**src/rtl/sdram_traffic_pkg.sv**
```systemverilog
// rtl/sdram_traffic_pkg.sv - shared types, mode encodings and pattern helper for the SDRAM traffic checker
package sdram_traffic_pkg;

    typedef enum logic [2:0] {
        ST_IDLE,
        ST_WRITE,
        ST_READ,
        ST_DRAIN,
        ST_DONE
    } state_e;

    localparam logic [1:0] MODE_WRITE_VERIFY = 2'b00;
    localparam logic [1:0] MODE_WRITE_ONLY   = 2'b01;
    localparam logic [1:0] MODE_VERIFY_ONLY  = 2'b10;
    localparam logic [1:0] MODE_ALIAS        = 2'b11;

    // Word pattern: seed XOR index, masked to the stream data width.
    function automatic logic [63:0] pattern_word(input logic [63:0] seed,
                                                 input logic [63:0] index,
                                                 input int width);
        logic [63:0] mask;
        mask = (width >= 64) ? '1 : ((64'd1 << width) - 64'd1);
        return (seed ^ index) & mask;
    endfunction

endpackage

```
**src/rtl/sdram_traffic_scoreboard.sv**
```systemverilog
// rtl/sdram_traffic_scoreboard.sv - read-pending tracking, in-order response compare and error registers
module sdram_traffic_scoreboard
    import sdram_traffic_pkg::*;
#(
    parameter int ADDR_WIDTH  = 24,
    parameter int DATA_WIDTH  = 16,
    parameter int MAX_PENDING = 8,
    parameter int ERR_WIDTH   = 16,
    parameter int PEND_WIDTH  = $clog2(MAX_PENDING + 1)
) (
    input  logic                  clk,
    input  logic                  reset,
    input  logic                  clear_i,
    input  logic                  read_accept_i,
    input  logic [ADDR_WIDTH-1:0] base_i,
    input  logic [DATA_WIDTH-1:0] seed_i,
    input  logic                  rsp_valid_i,
    input  logic [DATA_WIDTH-1:0] rsp_data_i,
    output logic [PEND_WIDTH-1:0] pending_o,
    output logic [PEND_WIDTH-1:0] pending_d_o,
    output logic [ERR_WIDTH-1:0]  error_count_o,
    output logic                  first_err_valid_o,
    output logic [ADDR_WIDTH-1:0] first_err_addr_o
);

    logic [PEND_WIDTH-1:0] pending_q, pending_d;
    logic [ADDR_WIDTH-1:0] exp_idx_q;
    logic [ERR_WIDTH-1:0]  err_q;
    logic                  first_valid_q;
    logic [ADDR_WIDTH-1:0] first_addr_q;
    logic                  rsp_expected, rsp_unexpected, mismatch;
    logic [DATA_WIDTH-1:0] exp_data;

    // A response with nothing outstanding is never matched against the pattern.
    always_comb begin
        rsp_expected   = rsp_valid_i && (pending_q != '0);
        rsp_unexpected = rsp_valid_i && (pending_q == '0);
        exp_data       = DATA_WIDTH'(pattern_word(64'(seed_i), 64'(exp_idx_q), DATA_WIDTH));
        mismatch       = rsp_expected && (rsp_data_i != exp_data);
        pending_d      = pending_q;
        if (read_accept_i && !rsp_expected) begin
            pending_d = pending_q + PEND_WIDTH'(1);
        end else if (!read_accept_i && rsp_expected) begin
            pending_d = pending_q - PEND_WIDTH'(1);
        end
    end

    always_ff @(posedge clk or negedge reset) begin
        if (!reset) begin
            pending_q     <= '0;
            exp_idx_q     <= '0;
            err_q         <= '0;
            first_valid_q <= 1'b0;
            first_addr_q  <= '0;
        end else if (clear_i) begin
            pending_q     <= pending_d;
            exp_idx_q     <= '0;
            err_q         <= '0;
            first_valid_q <= 1'b0;
            first_addr_q  <= '0;
        end else begin
            pending_q <= pending_d;
            if (rsp_expected) begin
                exp_idx_q <= exp_idx_q + ADDR_WIDTH'(1);
            end
            if ((mismatch || rsp_unexpected) && (err_q != '1)) begin
                err_q <= err_q + ERR_WIDTH'(1);
            end
            if (mismatch && !first_valid_q) begin
                first_valid_q <= 1'b1;
                first_addr_q  <= base_i + exp_idx_q;
            end
        end
    end

    assign pending_o         = pending_q;
    assign pending_d_o       = pending_d;
    assign error_count_o     = err_q;
    assign first_err_valid_o = first_valid_q;
    assign first_err_addr_o  = first_addr_q;

endmodule

```
**config.mk**
```make
export PLATFORM = sky130hd
export DESIGN_NAME = sdram_traffic_scoreboard
export DESIGN_NICKNAME = d
export VERILOG_FILES = /design/src/rtl/sdram_traffic_pkg.sv /design/src/rtl/sdram_traffic_scoreboard.sv
export SDC_FILE = /design/constraint.sdc
export NUM_CORES = 1
export LEC_CHECK = 0
export CORE_MARGIN = 2
export CORE_UTILIZATION = 35
export CTS_CLUSTER_DIAMETER = 150
export DETAILED_ROUTE_END_ITERATION = 10
export PLACE_DENSITY = 0.57
export SYNTH_ARGS = -nofsm -noshare
export SYNTH_HDL_FRONTEND = slang
export SYNTH_SLANG_ARGS = --single-unit
```
**constraint.sdc**
```tcl
create_clock -name clk -period 3.55 [get_ports clk]
set_input_delay 0.71 -clock clk [delete_from_list [all_inputs] [get_ports clk]]
set_output_delay 0.71 -clock clk [all_outputs]
set_load 0.05 [all_outputs]
```
## Word level (Yosys, flattened, before mapping)

Cells that the tools add are included.

- Bitwise logic cells: 1
- Equality and inequality tests: 2
- $add $sub $neg: 5
- Mux-type cells: 10
- Reduce and logical (&&, ||, !) cells: 16

Operator list:

| operator | number |
|---|---|
| $mux 24 | 4 |
| $mux 16 | 2 |
| $add 24x1->24 const B | 1 |
| $add 24x24->24 | 1 |
| $add 16x1->16 const B | 1 |
| $ne 16x16->1 | 1 |
| $ne 16x16->1 const B | 1 |
| $xor 16x16->16 | 1 |
| $mux 4 | 2 |
| $logic_and 1x1->1 | 7 |
| $reduce_bool 2->1 | 3 |
| $add 4x1->4 const B | 1 |
| $logic_not 4->1 | 1 |
| $reduce_bool 4->1 | 1 |
| $sub 4x1->4 const B | 1 |
| $logic_not 1->1 | 3 |
| $mux 1 | 2 |
| $logic_or 1x1->1 | 1 |

- Word-level logic and storage cells: 39
- Bits of input ports: 61
- Flip-flop bits (word level): 69

## Logic depth before layout (Yosys ltp)

Gate-level depths: netlist of the first run.

- Depth after elaboration: 7
- Depth in mapped cells: 9
- Depth with buffers taken out: 8

## Worst setup path before layout of the first run

Ideal clock, no wire load.

- Path kind: flip-flop to output port
- Start point: reg pending_q[0], in the netlist pending_o[0]
- End point: out pending_d_o[0]
- Stages on the path, launching flop included: 9
- Arrival: 2.935 ns
- Setup slack: -0.095 ns
- Path buffers: 2
- Cell sequence: dfrtp_1 > inv_1 > ha_1 > or3b_1 > clkbuf_1 > and2_1 > clkbuf_1 > xnor2_1 > xnor2_1

- Longest elaborated chain between the ends: 5

Ends and longest elaborated chain:

| item | line | source |
|---|---|---|
| start, declared | sdram_traffic_scoreboard.sv:26 | `logic [PEND_WIDTH-1:0] pending_q, pending_d;` |
| start signal, assigned | sdram_traffic_scoreboard.sv:56 | `pending_q <= pending_d;` |
| start signal, assigned | sdram_traffic_scoreboard.sv:62 | `pending_q <= pending_d;` |
| branches (longest 4 deep; another with $sub 4x1->4) | n/a |  |
| $mux 4 * | sdram_traffic_scoreboard.sv:41 | `if (read_accept_i && !rsp_expected) begin` |
| end, declared | sdram_traffic_scoreboard.sv:20 | `output logic [PEND_WIDTH-1:0] pending_d_o,` |

Mark *: on every way between the ends.

## Worst setup path after layout of the first run

- Start point: reg pending_q[0], in the netlist pending_o[0]
- End point: out pending_d_o[3]

The elaborated chain is that of the path after synthesis.

==> run metrics, run 1 <==
postcts setup bufs 0; final instance area 0.006898 sq mm; Tmin final 3164 ps; crit-path max FO 8; grt total ovfl 0; Die X 126.3 um; Hold WS 315.5 ps; Core ar. 0.01459 sq mm; WP data arrival 2450 ps; Syn Nets 664; synth cell count leaders 69 x dfrtp_1, 66 x nor2_1, 39 x a21oi_1; Post-Route WL 14.43 mm; post-DR vias/cell 5.494; Mean Syn Cell Area 9.109 sq um; Post-CTS Hold Fix Bufs 0; Syn Std Cell Area 0.005238 sq mm; Worst Slack Setup Final 386.3 ps; synth top area cells dfrtp_1 33%, xnor3_1 6.9%, ha_1 6.5%; Max H-tree Level 3; dpl ws 147.0 ps; Comb pwr share 38.6%; Critical Path Start Type register; Fmax 0.3161 GHz; Lkg Pwr 3.025 nW; antenna violations before repair 0; io pins 110; cell with the most instances after synthesis dfrtp_1; sequential share of power 30.5%; ANT nets after route 0; Synth Register Bits 69; placer's final routability congestion estimate 0.9098; Port Buf Inserts 109; Synth area leader dfrtp_1; TritonCTS Buffers 9; Setup crit end kind output pin; Placement Cell Area 0.006591 sq mm; Layout Nets 772; Overall Global Routing Usage 18.23%; first-pass GRT wire length 23.67 mm; Seq/Total Area, Yosys 32.97%; vias post-DR 4785; first-iteration detailed-routing DRC count 272; Area Overhead vs Synth 31.70%; Final Hold Viols 0; Synth Warn # 0; clock network power share 30.9%; status completed; Synth top area share 32.97%; # clock sinks 69; # rows 44; CTS tree built; total power 3.051 mW; DR DRC count 0; critical setup path kind reg2out; sw power 1.085 mW; CTS resizes 0; ANT cells 0; post-synth cell types 68; Final period util 89.12%; clock tree buffer depth 2; wire length per cell 16.57 um; MaxCap Viol Count 0; Hold/Removal Path Class in2async; drt pass-1 iters 5; Max VDD drop 0.0002918 V; die area 0.01596 sq mm; clk slew on worst S/H paths 60 ps; actual slew at the worst max-slew pin 711.8 ps; clock skew 9.100 ps; RSZ-0062 raised after global routing no; P per Cell Area 442.2 mW/mm^2; CTS root buffer clkbuf_16; fin. max-slew vios 0; Worst EP required 2840 ps; Pint 1.966 mW; vias in the first global route 4544; Post-synth EDFFs 0; layout cell share with drive strength beyond 1 7.715%; FFs w/ async S/R, synth 100.0%; sw frac 35.56%; cell count after synthesis 575; Clk Latency, worst-skew pair 340 ps; Slew HR 52.55%; Vert. Die Dim 126.3 um; Initial Util 35.90%; endpoints failing setup 0; Final HPWL DP 11.36 mm; Synth Flop Type dfrtp_1; largest net degree at the start of global routing 66
-- per-stage QoR --
| step | util (%) | setup TNS [ps] | std cells |
|---|---|---|---|
| finish | 47.28 | 0 | 871 |
| global route | 47.28 | 0 | 871 |
| CTS | 47.28 | 0 | 871 |
| detailed placement | 45.18 | 0 | 856 |
| global placement | 45.18 | 0 | 856 |
| floorplan | - | -177.7 | 575 |
-- layout by cell type (no fill, tap or decap), types with 9 or more instances in the layout --
| master | count |
|---|---|
| buf_4 | 15 |
| xnor2_1 | 25 |
| nand2_1 | 35 |
| nand4_1 | 22 |
| nand3_1 | 32 |
| a211oi_1 | 12 |
| ha_1 | 27 |
| clkbuf_16 | 9 |
| nor2_1 | 66 |
| xor2_1 | 16 |
| a21oi_1 | 39 |
| and2_1 | 9 |
| xnor3_1 | 16 |
| nand2b_1 | 10 |
| inv_1 | 13 |
| or3_1 | 10 |
| o21ai_0 | 18 |
| nor3_1 | 10 |
| clkdlybuf4s50_1 | 103 |
| dfrtp_1 | 69 |
| and3_1 | 14 |
-- power groups by stage --
stage	clock (mW)	combinational, mW	sequential, mW
detailed placement	0	1.18	0.946
finish	0.942	1.18	0.931
global placement	0	1.17	0.941
floorplan	0	0.471	1.14
global route	0.996	1.24	0.943
CTS	0.961	1.19	0.932
-- cell families after synthesis --
group | share of synthesized area [%]
compound gates | 16.82
simple gates | 24.25
fa+ha+maj | 6.832
buf+inv | 3.535
mux | 1.863
flops | 32.97
xor+xnor | 13.74
-- flip-flops by register name (all words and copies together) (netlist names) --
| name | cells |
|---|---|
| first_err_valid_o | 1 |
| pending_o | 4 |
| exp_idx_q | 24 |
| error_count_o | 16 |
| first_err_addr_o | 24 |
-- critical path, cell delays in order, from the launching register on --
cell	delay [ps]
dfrtp_1	450
inv_1	90
ha_1	150
or3b_1	430
and2_1	310
nor2_1	140
a21oi_1	60
xnor2_1	310
buf_12	180
-- cell type report --
type / count / area (sq um)
Clock buffer: 11 / 232.7
Clock inverter: 4 / 73.82
Fill cell: 1389 / 7691
Inverter: 13 / 48.80
Multi-Input combinational cell: 465 / 3332
Sequential cell: 69 / 1727
Tap cell: 184 / 230.2
Timing Repair Buffer: 125 / 1254
-- worst paths after layout --
check,to,from,cells past startpoint,slack (ps)
setup / recovery,pending_d_o[3],pending_o[0],8,390
hold / removal,error_count_o[10],reset,1,320
setup reg to reg,first_err_addr_o[20],exp_idx_q[0],8,780
hold reg to reg,first_err_addr_o[13],first_err_addr_o[13],2,530
max in group asynchronous,exp_idx_q[14],reset,2,2450
min in group clk,first_err_addr_o[13],first_err_addr_o[13],2,530
-- routing by layer --
metal / vias to the layer above / wire length (um) / GRT usage [%]
met5: - / 0 / 0
met4: 0 / 291 / 5.947
met3: 22 / 768 / 2.910
met2: 144 / 6468 / 28.12
met1: 2274 / 6904 / 26.25
li1: 2345 / - / -
Note: power is estimated with default switching activity, not from simulation.
==> run 2: changes to the inputs <==
--- a/config.mk
+++ b/config.mk
@@ -5,11 +5,13 @@
 export SDC_FILE = /design/constraint.sdc
 export NUM_CORES = 1
 export LEC_CHECK = 0
+export ABC_AREA = 1
 export CORE_MARGIN = 2
 export CORE_UTILIZATION = 35
 export CTS_CLUSTER_DIAMETER = 150
 export DETAILED_ROUTE_END_ITERATION = 10
 export PLACE_DENSITY = 0.57
+export RECOVER_POWER = 50
 export SYNTH_ARGS = -nofsm -noshare
 export SYNTH_HDL_FRONTEND = slang
 export SYNTH_SLANG_ARGS = --single-unit
==> run 2 against run 1 <==
Sequential power decreased by 2%. Wire length is 8.7% higher. Synthesized area rose by 5.0%. Design area rose by 3.5%. Sequential share of layout area decreased by 0.85 points. Largest cell class unchanged. Largest power group unchanged.
==> run metrics, run 2 <==
Comb pwr share 34.8%; most frequent cells in the layout 302 x nand2_1, 107 x inv_1, 96 x clkdlybuf4s50_1; CTS tree built; ANT cells 0; Post-Route WL 15.69 mm; Area Overhead vs Synth 29.88%; Syn Nets 938; clock network power share 34.3%; Setup crit end kind output pin; most common cell after layout, fill and taps aside nand2_1; Port Buf Inserts 109; die area 0.01673 sq mm; critical setup path kind in2out; Final Hold Viols 0; delay of the slowest critical-path stage 590 ps; largest net degree at the start of global routing 46; Post-synth EDFFs 0; post-DR vias/cell 4.804; RSZ-0062 raised after global routing no; status completed; Synth Flop Type dfrtp_1; io pins 110; Final HPWL DP 12.72 mm; Mean Syn Cell Area 6.476 sq um; synth top area cells dfrtp_1 31%, nand2_1 21%, inv_1 7.3%; wire length per cell 13.34 um; cell count after synthesis 849; Clk Latency, worst-skew pair 350 ps; Hold Startpoint first_err_addr_o[11]; Core ar. 0.01526 sq mm; Overall Global Routing Usage 19.88%; ANT nets after route 0; WP data arrival 2450 ps; critical path, cell by cell dlygate4sd3_1, nand2_1, nor2_1, nand3_1, o21ai_0, xor2_1, buf_12; Final period util 89.14%; hold depth 2; Sum Neg Setup Slack 0 ps; Tmin final 3165 ps; vias post-DR 5650; Initial Util 36.03%; clock skew 12.77 ps; Hold/Removal Path Class reg2reg; worst reg2reg path startpoint pending_o[0]; CTS resizes 0; DR DRC count 0; # rows 45; crit-path max FO 8; Post-CTS Hold Fix Bufs 0; Layout Nets 1049; Vert. Die Dim 129.3 um; clock tree buffer depth 2; Die X 129.3 um; Max VDD drop 0.0005411 V; Critical Path Start Type input pin; Worst EP required 2840 ps; grt total ovfl 0; Fmax 0.3160 GHz; drt pass-1 iters 5; slowest CP cell dlygate4sd3_1; CTS root buffer clkbuf_16; Synth Register Bits 69; Synth Warn # 0; worst-case hold path end point first_err_addr_o[11]; postcts setup bufs 0; first-iteration detailed-routing DRC count 339; Max H-tree Level 3; clk slew on worst S/H paths 50 ps; post-synth cell types 40; sw frac 36.40%; vias in the first global route 5304; Lkg Pwr 3.621 nW; first-pass GRT wire length 26.24 mm; layout cell share with drive strength beyond 1 4.352%; placer's final routability congestion estimate 0.9309; P per Cell Area 414.4 mW/mm^2; fin. max-slew vios 0; Pint 1.882 mW; Critical R2R Capture exp_idx_q[18]; sw power 1.077 mW; synth cell count leaders 301 x nand2_1, 107 x inv_1, 72 x nor2_1; TritonCTS Buffers 9; sequential share of power 31.0%; Synth area leader dfrtp_1; Syn Std Cell Area 0.005498 sq mm; MaxCap Viol Count 0; R2R Setup Slk 1070 ps; Slew HR 5.774%; Core Util, Final 46.80%; Reg2Reg Depth 11; Seq/Total Area, Yosys 31.41%; endpoints failing setup 0; Synth top area share 31.41%; antenna violations before repair 0; FFs w/ async S/R, synth 100.0%; cell with the most instances after synthesis nand2_1; actual slew at the worst max-slew pin 1413 ps; # clock sinks 69
## run 2: changes by cell type after synthesis, sizes merged, moves of 9 or more
cell / change
a211oi: -10
xnor2: -17
or3: -10
nand2: +268
nor2: +11
nand3: +39
clkbuf: -16
and3: -14
nand4: +9
xnor3: -16
inv: +100
nand2b: -10
## run 2: layout make-up
| cell class | instances | area, sq um |
|---|---|---|
| clock buffer | 11 | 252.7 |
| clock inverter | 5 | 81.33 |
| fill | 1599 | 8118 |
| timing repair buffer | 113 | 1136 |
| multi-input combinational | 654 | 3253 |
| tap | 211 | 264.0 |
| inverter | 113 | 426.7 |
| sequential | 69 | 1727 |
## run 2: layer usage
metal / GRT usage [%] / vias up / wire length [um]
li1: - / 2980 / -
met1: 27.78 / 2500 / 7859
met2: 30.99 / 148 / 6672
met3: 2.560 / 22 / 729
met4: 8.440 / 0 / 430
met5: 0 / - / 0
## run 2: worst max-delay path by stage
stage / endpoint / slack, ps / from
4_1_cts: pending_d_o[3] / 510 / rsp_valid_i
3_5_place_dp: pending_d_o[3] / 550 / rsp_valid_i
3_3_place_gp: pending_d_o[3] / 560 / rsp_valid_i
6_report: pending_d_o[3] / 390 / rsp_valid_i
2_1_floorplan: pending_d_o[1] / 330 / pending_o[0]
5_1_grt: pending_d_o[3] / 210 / rsp_valid_i
## run 2: through the flow
step	instances	area, sq um	setup WS (ps)	hold slack (ps)	power, mW
floorplan	849	5498	331.9	414.4	1.550
global placement	1160	6848	558.1	456.0	1.977
detailed placement	1160	6848	547.5	458.4	1.977
CTS	1176	7182	509.4	406.7	2.996
global route	1176	7141	212.4	484.3	3.093
finish	1176	7141	385.4	460.4	2.959
## run 2: logic make-up (layout without fill, tap and decap cells)
group                      Yosys count  after routing  share of synthesized area, %
and+or+nand+nor                    510            510                         40.01
buffers and inverters              126            242                         9.035
AOI/OAI and AO/OA                   91             91                         9.058
DFF                                 69             69                         31.41
adders and majority gates           28             28                         6.509
xor gates and xnor gates            25             25                         3.983
## run 2: worst max-delay path, delay by kind of cell
kind | cells | cell delay, ps
compound gates | 1 | 110
buf+inv | 2 | 770
xor+xnor | 1 | 310
simple gates | 3 | 540
## run 2: power groups by stage
stage          Combinational (mW)  Sequential [mW]  Clock (mW)
6_report                     1.03            0.917        1.01
4_1_cts                      1.05            0.918        1.03
3_5_place_dp                 1.05            0.931           0
3_3_place_gp                 1.05            0.931           0
2_1_floorplan               0.415             1.14           0
5_1_grt                      1.11            0.926        1.06
==> run 3: changes to the inputs <==
--- a/config.mk
+++ b/config.mk
@@ -10,7 +10,6 @@
 export CORE_UTILIZATION = 35
 export CTS_CLUSTER_DIAMETER = 150
 export DETAILED_ROUTE_END_ITERATION = 10
-export PLACE_DENSITY = 0.57
 export RECOVER_POWER = 50
 export SYNTH_ARGS = -nofsm -noshare
 export SYNTH_HDL_FRONTEND = slang
==> run 3 against run 2 <==
The run now ends with capacitance limit, slew limit left. Clock-buffer cell count unchanged. First-iteration DRC count decreased by 0.88%. Core utilization down 0.20 points. Non-clock buffer count decreased by 1. Total power is 2.2% lower. Worst setup slack better by 41 ps. Critical path type unchanged. Critical endpoint unchanged. Largest power group unchanged. Highest routed layer unchanged.
==> run metrics, run 3 (synthesis results as in run 2) <==
Max H-tree Level 3; endpoints failing setup 0; Overall Global Routing Usage 20.08%; Sum Neg Setup Slack 0 ps; vias in the first global route 5289; Port Buf Inserts 109; final non-filler cell total 1175; clock skew 6.341 ps; CP delay by family, top buffers and inverters; die area 0.01673 sq mm; clock tree buffer depth 2; P per Cell Area 407.0 mW/mm^2; TritonCTS Buffers 9; placer's final routability congestion estimate 0.9392; WP data arrival 2410 ps; Core ar. 0.01526 sq mm; status complete, but fails checks; Max VDD drop 0.0006984 V; Final HPWL DP 12.81 mm; sequential share of power 31.7%; crit-path max FO 8; most common cell after layout, fill and taps aside nand2_1; Comb pwr share 35.7%; first-pass GRT wire length 26.30 mm; # rows 45; Clk Latency, worst-skew pair 340 ps; most frequent cells in the layout 302 x nand2_1, 107 x inv_1, 97 x clkdlybuf4s50_1; # clock sinks 69; Slew HR -18.52%; CP Depth 7; clock network power share 32.6%; largest net degree at the start of global routing 41; Tmin final 3123 ps; Vert. Die Dim 129.3 um; Critical Path Start Type input pin; antenna violations before repair 0; drt pass-1 iters 5; first-iteration detailed-routing DRC count 336; post-DR vias/cell 4.869; Initial Util 36.03%; Placed Cells 1159; total power 2.894 mW; Post-Route WL 15.90 mm; Hold Startpoint first_err_addr_o[5]; Post-CTS Hold Fix Bufs 0; Setup crit end kind output pin; Lkg Pwr 3.607 nW; Fmax 0.3202 GHz; Worst EP required 2840 ps; CTS tree built; MaxCap Viol Count 1; clk slew on worst S/H paths 50 ps; postcts setup bufs 0; Final Hold Viols 0; sw frac 36.45%; Pint 1.839 mW; sw power 1.055 mW; Die X 129.3 um; R2R Setup Slk 1080 ps; ANT nets after route 0; Worst Path Buf+Inv 2; Worst Setup SP rsp_valid_i; ANT cells 0; dpl ws 568.9 ps; DR DRC count 0; crit path to pending_d_o[3]; delay of the slowest critical-path stage 580 ps; RSZ-0062 raised after global routing no; critical setup path kind in2out; layout cell share with drive strength beyond 1 4.149%; slowest CP cell dlygate4sd3_1; critical path, cell by cell dlygate4sd3_1, nand2_1, nor2_1, nand3_1, o21ai_0, xor2_1, buf_12; grt total ovfl 0; Layout Nets 1048; CTS root buffer clkbuf_16; Area Overhead vs Synth 29.34%; worst reg2reg path startpoint pending_o[0]; vias post-DR 5721; Final period util 87.98%; Hold/Removal Path Class reg2reg; Worst Slack Setup Final 426.6 ps; wire length per cell 13.53 um; Hold WS 463.3 ps; actual slew at the worst max-slew pin 1778 ps; Reg2Reg Depth 11; io pins 110; fin. max-slew vios 31; Critical R2R Capture exp_idx_q[14]; failing checks capacitance limit, slew limit; CTS resizes 0
run 3: cell count changes in the layout (fill, tap and decap cells not counted), sizes merged:
cell / change
clkbuf: -1
clkinvlp: -1
inv: -1
clkinv: +2
dlygate4sd3: -1
clkdlybuf4s50: +1
run 3: routing by layer:
layer  vias up  GRT usage, %  wire (um)
met2       154         31.67       6917
met1      2561         27.52       7863
met4         0         7.225        412
met3        28         3.840        708
met5         -             0          0
li1       2978             -          -
run 3: power groups by stage:
stage	clock (mW)	combinational, mW	sequential (mW)
after floorplan	0	0.415	1.14
after detailed placement	0	1.05	0.932
after global placement	0	1.04	0.934
after global routing	1.00	1.11	0.928
after CTS	0.968	1.05	0.919
final	0.944	1.03	0.917
run 3: area by class of cell:
class	instances	area (sq um)
Clock inverter	5	75.07
Tap cell	211	264.0
Clock buffer	11	232.7
Sequential cell	69	1727
Inverter	113	426.7
Fill cell	1584	8148
Timing Repair Buffer	112	1132
Multi-Input combinational cell	654	3253
run 3: worst min-delay path, stage by stage, from the launching register on:
cell	delay [ps]
dfrtp_1	330
nand2_1	60
nand2_1	50
run 3: worst min path at each step:
| stage | endpoint | slack (ps) | cells after the start |
|---|---|---|---|
| after floorplan | error_count_o[0] | 410 | 0 |
| after global placement | first_err_addr_o[6] | 450 | 2 |
| after detailed placement | first_err_addr_o[9] | 460 | 2 |
| after CTS | first_err_addr_o[13] | 470 | 1 |
| after global routing | first_err_addr_o[9] | 500 | 2 |
| final | first_err_addr_o[5] | 460 | 2 |
run 3: stage by stage:
| step | util (%) | instance area, sq um |
|---|---|---|
| 5_1_grt | 46.60 | 7111 |
| 6_report | 46.60 | 7111 |
| 3_3_place_gp | 44.83 | 6840 |
| 3_5_place_dp | 44.83 | 6840 |
| 2_1_floorplan | - | 5498 |
| 4_1_cts | 46.85 | 7148 |
